### src/rtl/game_pkg.sv
// Shared game types and screen geometry used by the sprite controllers.
// Latency: none (types and constants only).
// Backpressure: none (types and constants only).
package game_pkg;

    localparam int SCREEN_W         = 640;
    localparam int SCREEN_H         = 480;
    localparam int COORD_W          = 10;
    localparam int PLAYER_Y_DEFAULT = 150;

    typedef enum logic [1:0] {
        IDLE     = 2'd0,
        FLIGHT   = 2'd1,
        COOLDOWN = 2'd2
    } bullet_state_t;

endpackage

### src/rtl/frame_tick_gen.sv
// Brings the asynchronous frame pulse into the Clk domain and emits a one-cycle tick per frame.
// Latency: tick is high in the cycle after the 2nd Clk edge that samples frame_clk high.
// Backpressure: none; every frame produces exactly one tick.
module frame_tick_gen (
    input  logic Clk,
    input  logic Reset,
    input  logic frame_clk,
    output logic tick
);

    logic sync_1;
    logic sync_2;
    logic sync_2_q;

    // Two-flop synchronizer followed by a history flop for rising-edge detection.
    always_ff @(posedge Clk or posedge Reset) begin
        if (Reset) begin
            sync_1   <= 1'b0;
            sync_2   <= 1'b0;
            sync_2_q <= 1'b0;
        end else begin
            sync_1   <= frame_clk;
            sync_2   <= sync_1;
            sync_2_q <= sync_2;
        end
    end

    assign tick = sync_2 & ~sync_2_q;

endmodule

### src/rtl/bullet_controller.sv
// Sequences the player's single bullet: spawn on fire press, climb once per frame, retire at top or on hit.
// Latency: spawn visible one cycle after fire is first sampled high; moves on the 3rd Clk edge after frame_clk rises.
// Backpressure: none; fire presses while a bullet is live (or cooling down) are dropped, never queued.
// Build option BULLET_COOLDOWN_EN adds a frame-counted cooldown between retirement and the next shot.
module bullet_controller
    import game_pkg::*;
#(
    parameter int PLAYER_Y        = PLAYER_Y_DEFAULT,
    parameter int BULLET_LEN      = 4,
    parameter int BULLET_STEP     = 4,
    parameter int Y_TOP           = 0,
    parameter int COOLDOWN_FRAMES = 8
) (
    input  logic               Clk,
    input  logic               Reset,
    input  logic               frame_clk,
    input  logic               fire,
    input  logic               hit,
    input  logic [COORD_W-1:0] playerX,
    output logic               bullet_in,
    output logic [COORD_W-1:0] bulletX,
    output logic [COORD_W-1:0] bulletY,
    output logic               shot_fired
);

    localparam logic [COORD_W-1:0] SPAWN_Y   = COORD_W'(PLAYER_Y - BULLET_LEN);
    localparam logic [COORD_W-1:0] TOP_LIMIT = COORD_W'(Y_TOP + BULLET_STEP);
    localparam logic [COORD_W-1:0] STEP      = COORD_W'(BULLET_STEP);

    bullet_state_t      state;
    bullet_state_t      state_nxt;
    logic               tick;
    logic               fire_q;
    logic               fire_edge;
    logic               retire;
    logic               bullet_in_nxt;
    logic               shot_nxt;
    logic [COORD_W-1:0] x_nxt;
    logic [COORD_W-1:0] y_nxt;

`ifdef BULLET_COOLDOWN_EN
    localparam int              CNT_W    = $clog2(COOLDOWN_FRAMES + 1);
    localparam logic [CNT_W-1:0] CNT_LOAD = CNT_W'(COOLDOWN_FRAMES);

    logic [CNT_W-1:0] cnt;
    logic [CNT_W-1:0] cnt_nxt;
`else
    // No counter in this build; COOLDOWN_FRAMES is accepted but has no effect.
    if (COOLDOWN_FRAMES < 0) begin : g_cooldown_unused
    end
`endif

    frame_tick_gen u_frame_tick_gen (
        .Clk       (Clk),
        .Reset     (Reset),
        .frame_clk (frame_clk),
        .tick      (tick)
    );

    // Register the fire press edge so playerX is taken one cycle after fire is first seen.
    always_ff @(posedge Clk or posedge Reset) begin
        if (Reset) begin
            fire_q    <= 1'b0;
            fire_edge <= 1'b0;
        end else begin
            fire_q    <= fire;
            fire_edge <= fire & ~fire_q;
        end
    end

    // Next-state and next-output decode; hit outranks tick, top compare precedes the subtract.
    always_comb begin
        state_nxt     = state;
        bullet_in_nxt = bullet_in;
        x_nxt         = bulletX;
        y_nxt         = bulletY;
        shot_nxt      = 1'b0;
        retire        = 1'b0;
`ifdef BULLET_COOLDOWN_EN
        cnt_nxt       = cnt;
`endif
        case (state)
            IDLE: begin
                if (fire_edge) begin
                    state_nxt     = FLIGHT;
                    bullet_in_nxt = 1'b1;
                    x_nxt         = playerX;
                    y_nxt         = SPAWN_Y;
                    shot_nxt      = 1'b1;
                end
            end
            FLIGHT: begin
                if (hit) begin
                    retire = 1'b1;
                end else if (tick) begin
                    if (bulletY < TOP_LIMIT) begin
                        retire = 1'b1;
                    end else begin
                        y_nxt = bulletY - STEP;
                    end
                end
            end
`ifdef BULLET_COOLDOWN_EN
            COOLDOWN: begin
                if (tick) begin
                    cnt_nxt = cnt - CNT_W'(1);
                    if (cnt == CNT_W'(1)) begin
                        state_nxt = IDLE;
                    end
                end
            end
`endif
            default: begin
                state_nxt = IDLE;
            end
        endcase

        // Retiring keeps the last coordinates so the renderer sees a stable position.
        if (retire) begin
            bullet_in_nxt = 1'b0;
`ifdef BULLET_COOLDOWN_EN
            state_nxt     = COOLDOWN;
            cnt_nxt       = CNT_LOAD;
`else
            state_nxt     = IDLE;
`endif
        end
    end

    // State and registered outputs; reset clears everything asynchronously.
    always_ff @(posedge Clk or posedge Reset) begin
        if (Reset) begin
            state      <= IDLE;
            bullet_in  <= 1'b0;
            bulletX    <= '0;
            bulletY    <= '0;
            shot_fired <= 1'b0;
`ifdef BULLET_COOLDOWN_EN
            cnt        <= '0;
`endif
        end else begin
            state      <= state_nxt;
            bullet_in  <= bullet_in_nxt;
            bulletX    <= x_nxt;
            bulletY    <= y_nxt;
            shot_fired <= shot_nxt;
`ifdef BULLET_COOLDOWN_EN
            cnt        <= cnt_nxt;
`endif
        end
    end

endmodule

### config.mk
export PLATFORM = sky130hd
export DESIGN_NAME = bullet_controller
export DESIGN_NICKNAME = d
export VERILOG_FILES = /design/src/rtl/game_pkg.sv /design/src/rtl/frame_tick_gen.sv /design/src/rtl/bullet_controller.sv
export SDC_FILE = /design/constraint.sdc
export NUM_CORES = 1
export LEC_CHECK = 0
export BUFFER_PORTS_ARGS = -buffer_cell sky130_fd_sc_hd__buf_2
export CORE_ASPECT_RATIO = 0.7
export CORE_UTILIZATION = 25
export CTS_CLUSTER_DIAMETER = 200
export DETAILED_ROUTE_END_ITERATION = 8
export HOLD_SLACK_MARGIN = 0.03
export MAX_ROUTING_LAYER = met4
export PLACE_DENSITY = 0.49
export REMOVE_ABC_BUFFERS = 1
export SETUP_SLACK_MARGIN = 0.05
export SLEW_MARGIN = 5
export SYNTH_ARGS = -nofsm -noshare
export SYNTH_HDL_FRONTEND = slang
export SYNTH_SLANG_ARGS = --single-unit
### constraint.sdc
create_clock -name Clk -period 1.78 [get_ports Clk]
set_clock_uncertainty 0.1 [all_clocks]
set_input_delay 0.534 -clock Clk [delete_from_list [all_inputs] [get_ports Clk]]
set_output_delay 0.534 -clock Clk [all_outputs]
set_load 0.01 [all_outputs]
After elaboration in Yosys (flattened, before gate mapping)
Index checks and enable logic that the tools add are counted.
{ "totals": {"register_bits": 29, "in_bits": 15, "out_inout_bits": 22, "word_cells": 48} }
{ "classes": {"add_sub_neg": 1, "order_cmp": 1, "n_eq_ne": 7, "n_mux": 17, "bitwise_logic": 4, "reduce_logical": 8} }
{ "ops": {"columns": ["op", "n"], "rows": [
  ["2-to-1 mux 10 bit", 4],
  ["case mux 10 bit (2 select lines)", 1],
  ["< comparator 10 x 3 -> 1 bit, second input constant", 1],
  ["!= test 2 bit, second input constant", 5],
  ["subtractor 10 x 3 -> 10 bit, second input constant", 1],
  ["2-to-1 mux 1 bit", 9],
  ["AND reduction 2 bit", 3],
  ["nonzero test 2 bit", 3],
  ["AND reduction 5 bit", 1],
  ["2-to-1 mux 2 bit", 2],
  ["case mux 2 bit (2 select lines)", 1],
  ["!= test 3 bit, second input constant", 1],
  ["AND 1 bit", 2],
  ["== test 2 x 1 -> 1 bit, second input constant", 1],
  ["zero test 2 bit", 1],
  ["NOT 1 bit", 2]
]} }

Logic depth before layout (Yosys ltp)
{ "depth": {"word_depth": 7, "depth_mapped": 6, "ltp_nobuf": 5} }

By module
A second synthesis with hierarchy kept.
{ "hier_totals": {"cells_unflattened": 115, "area_unflattened_um2": 1191.1} }
{ "modules_own_cells": {"columns": ["module", "n_inst", "cells_each", "area_each_um2", "seq_area_each_um2"], "rows": [
  ["bullet_controller", 1, 110, 1098.6, 600.6],
  ["frame_tick_gen", 1, 5, 92.6, 75.1]
]} }

Least setup slack after synthesis
No wires, ideal clock.
{ "synth_path": {"kind": "reg2reg", "startpoint": "register bulletY[2]", "endpoint": "register bulletY[6]", "setup_time_ns": 0.078, "arrival_ns": 1.636, "slack_ns": -0.034, "path_stages_with_launch": 7, "path_buffers": 1, "period_less_slack_ns": 1.814, "path_cell_list": "dfrtp_1 -> inv_1 -> ha_1 -> or3b_1 -> clkbuf_2 -> or4_1 -> a21oi_1"} }
{ "synth_between": {"elab_chain_cells": 5, "word_cells_on_any_way": 8, "classes_between": "add/sub: 1; order compare: 1; eq/ne: 1; mux: 4; reduce/logical: 1"} }
{ "synth_rtl": {"columns": ["item", "line_no", "rtl"], "rows": [
  ["start: declaration", "bullet_controller.sv:22", "output logic [COORD_W-1:0] bulletY,"],
  ["start signal: assignment", "bullet_controller.sv:145", "bulletY <= y_nxt;"],
  ["subtractor 10 x 3 -> 10 bit", "bullet_controller.sv:99", "y_nxt = bulletY - STEP;"],
  ["2-to-1 mux 10 bit", "bullet_controller.sv:96", "if (bulletY < TOP_LIMIT) begin"],
  ["2-to-1 mux 10 bit", "bullet_controller.sv:95", "end else if (tick) begin"],
  ["2-to-1 mux 10 bit", "bullet_controller.sv:93", "if (hit) begin"],
  ["case mux 10 bit (2 select lines)", "bullet_controller.sv:82", "case (state)"]
]} }
Several ways; a longest one is shown, not always the timed one. The select of a mux whose other input is x is not followed.
A chain may end at the register's enable or synchronous reset.

Final worst setup path
{ "layout_path": {"startpoint": "register bulletY[3]", "endpoint": "register bulletY[6]"} }
Same word-level chain as after synthesis.

==> impl_summary.md <==
Pwr
The analysis attributes to cell leakage a power of 0.806 nW. Combinational logic burns 23.0% of the power. The worst-case IR drop observed on VDD is 0.000532 V. Cell internal power was estimated by the tool at 993 uW. Of the total power, the share spent switching nets is 28.4%. The portion of total power attributed to the clock network is 24.7%. The share of total power dissipated in sequential elements is 52.3%. In this run the power density over the cells is 912 nW/um2. Summed over all nets, the switching power comes to 395 uW.

Route
The final routed DRC violation total is 0. The number of detailed-route iterations in the first pass is 4. The post-detailed-route via-to-cell ratio is 4.32. For this block, the routed nets add up to 2420 um of wire.

The number of violations reported at the end of detailed-routing iteration 0 is 38. The total vias in the final route is 921. In the final routed layout, each cell accounts on average for 11.3 um.

The number of nets still failing antenna checks after routing is 0.

Logic synthesis
For this run, the number of Yosys warnings is 0. For this run, the leading register cell type out of synthesis is sky130_fd_sc_hd__dfrtp_1. The synthesized flop and latch total is 27. A synthesized cell averages 10.3 um2.

The share of the Yosys chip area taken by registers is 58.8%. The count of unique library cells instantiated by Yosys is 30. Synthesis produced 112 cells. The synthesized design contains 0 enable-type register cells.

The mapped netlist covers 1150 um2. Of all flip-flops after synthesis, the portion carrying an async set or reset was 100%.

Worst setup path
Data on the critical path arrives at its endpoint at 1.81 ns. The capturing element type of the critical path is a flip-flop. The cell with the largest stage delay on the worst path is sky130_fd_sc_hd__dfrtp_1. The critical path startpoint is bulletY[3]$_DFFE_PP0P_.

The stage delay of the slowest cell on the critical path is 0.40 ns. The reg-to-reg startpoint is bulletY[3]$_DFFE_PP0P_. The maximum fanout count along the critical path is 6.

The data required time at the worst endpoint is 1.88 ns. The setup path with the least slack is of type reg2reg. STA classifies the critical path startpoint as a flip-flop. Traced cell by cell, the critical path runs through inv_2, ha_4, or3b_4, or4_1, a21oi_1.

Global routing
The number of antenna violations at the first check in global routing is 0. The first global-routing pass estimated 4170 um of wire. For this run the aggregate overflow at the end of global routing stands at 0. The via count of the first global-routing pass is 893. Global routing used 11.2% of the available tracks. The maximum number of pins on one net before global-route repair is 28.

Place
At the end of routability-driven placement, the weighted congestion stood at 0.741. The HPWL after detailed placement is 1800 um. The count of placed standard cells including taps is 208. The count of input and output buffers is 35.

Clock tree
The tree built by TritonCTS fans out to 27 sinks. The number of buffers on the longest clock path is 2. The insertion delay to the later sink of the worst-skew pair is 0.27 ns. The number of buffers created by CTS is 3.

The CTS tree is yes. The cell sitting at the root of the clock tree is a sky130_fd_sc_hd__clkbuf_8. In this run the number of H-tree levels came out at 1. Clock-pin slew was measured on the worst setup and hold paths at 0.09 ns.

Job
The max-capacitance violation count is 0.

Timing
The ratio of final minimum period to clock period is 96.4%. Static timing analysis puts the maximum clock frequency at 583 MHz. The total negative slack for setup checks is 0 ns. Setup repair after global routing could not meet its margin everywhere. The final critical-path required period is 1.72 ns. The setup-violating endpoint count in the final report is 0. The number of slew-limit violations in the final report is 0. The final-report hold violation count was 0.

Floorplan
The core region is 4380 um2. The I/O pin total is 37. The total die area is 4880 um2. The die outline width is 83.1 um. Once the floorplan was initialized, standard cells occupied 26.3% of the core.

Row generation in the floorplan step produced 20 rows. The chip height is 58.7 um.

Finish
Excluding fillers, the count of instances in the completed layout stands at 213. The area added between synthesis and finish is 32.3%. The number of inserted filler cells in the final layout is 443. Leaving out fill and tap cells, the most frequent cells in the layout are sky130_fd_sc_hd__nand2_1 (35), sky130_fd_sc_hd__buf_2 (35), sky130_fd_sc_hd__dfrtp_1 (27). The post-route netlist has 36.7% of its cells at a drive strength greater than 1. The multi-input logic area is 443 um2. After the last flow step, the layout net total stands at 175.

The number of antenna diodes in the final layout is 0. The area taken by flip-flops and latches is 676 um2.

Run status
The flow ran to the end, and the final reports show no timing, DRC or antenna violations.

Min path
The path class of the tightest hold or removal check is in2async.
## metrics by stage
stage	cell area, um2	hold slack (ns)	util, %	setup slack [ns]	power [mW]
after CTS	1500	0.214	34.3	0.0385	1.40
final	1520	0.206	34.7	0.0643	1.39
after global routing	1520	0.235	34.7	0.0138	1.49
after global placement	1450	0.236	33.2	0.0425	1.03
after detailed placement	1450	0.235	33.2	0.00928	1.04
after floorplan	1130	0.231	-	0.00605	0.889
## final cells by class
cell class	instances	share of cell area, %
clock buffer	3	2.71
timing repair buffer	47	17.4
multi-input combinational	74	29.1
inverter	6	1.48
tap	55	4.52
clock inverter	1	0.329
sequential	27	44.4
## power by group through the flow
| stage | clock [mW] | combinational, mW | sequential, mW |
|---|---|---|---|
| detailed placement | 0 | 0.308 | 0.734 |
| global placement | 0 | 0.298 | 0.733 |
| finish | 0.343 | 0.319 | 0.726 |
| floorplan | 0 | 0.115 | 0.774 |
| global route | 0.392 | 0.363 | 0.734 |
| CTS | 0.362 | 0.312 | 0.725 |
## path summary, 6_finish.rpt
path / end / slack, ns / cells after the start
max in group asynchronous: bulletY[9]$_DFFE_PP0P_ / 1.12 / 3
worst min register to register: u_frame_tick_gen.sync_2$_DFF_PP0_ / 0.25 / 0
worst max register to register: bulletY[6]$_DFFE_PP0P_ / 0.06 / 5
worst max-delay path: bulletY[6]$_DFFE_PP0P_ / 0.06 / 5
min in group Clk: u_frame_tick_gen.sync_2$_DFF_PP0_ / 0.25 / 0
worst min-delay path: bulletX[7]$_DFFE_PP0P_ / 0.21 / 3
## critical path, delay by kind of cell (launching register included)
kind	cells	cell delay [ns]
simple gates	2	0.80
flops	1	0.40
compound gates	1	0.14
fa+ha+maj	1	0.13
buf+inv	1	0.07
## flip-flops by register name, summed over array words and instances, names as in the netlist
signal                     cells
u_frame_tick_gen.sync_2        1
bulletX                       10
fire_edge                      1
shot_fired                     1
u_frame_tick_gen.sync_2_q      1
state                          1
u_frame_tick_gen.sync_1        1
bulletY                        9
bullet_in                      1
fire_q                         1
## cells in the mapped netlist (2+ instances only)
| master | number | area [um2] |
|---|---|---|
| sky130_fd_sc_hd__dfrtp_1 | 27 | 676 |
| sky130_fd_sc_hd__a21oi_1 | 2 | 10.0 |
| sky130_fd_sc_hd__nor4_1 | 2 | 12.5 |
| sky130_fd_sc_hd__o2111ai_1 | 2 | 17.5 |
| sky130_fd_sc_hd__clkbuf_1 | 3 | 11.3 |
| sky130_fd_sc_hd__mux2i_1 | 7 | 70.1 |
| sky130_fd_sc_hd__nand2b_1 | 4 | 25.0 |
| sky130_fd_sc_hd__nand2_1 | 35 | 131 |
| sky130_fd_sc_hd__o211ai_1 | 2 | 15.0 |
| sky130_fd_sc_hd__inv_1 | 5 | 18.8 |
| sky130_fd_sc_hd__nor2_1 | 4 | 15.0 |
## per-layer routing
layer | track usage [%] | vias up | share of wire [%]
met5 | - | - | 0
met2 | 17.2 | 36 | 42
li1 | - | 466 | -
met3 | 4.49 | 0 | 8.7
met1 | 14.5 | 419 | 50
met4 | 1.23 | 0 | 0
## cells by family (layout without fill, tap and decap cells)
logic type      count (synthesis)  count (layout)  share of synthesized area (%)
mux                             7               7                           6.09
compound gates                 10              10                           6.53
flops                          27              27                           58.8
fa+ha+maj                       1               1                           1.09
other cells                     1               1                          0.326
simple gates                   55              55                           23.2
buf+inv                        11              57                           4.03
## what timing repair did
| action | 4_1_cts | 5_1_grt |
|---|---|---|
| resized for setup | 2 | 3 |
| hold buffers | 0 | 0 |
| setup buffers | 0 | 1 |
| endpoints found under the setup margin | 2 | 4 |
| pin swaps | 2 | 1 |
Note: power is estimated with default switching activity, not from simulation.
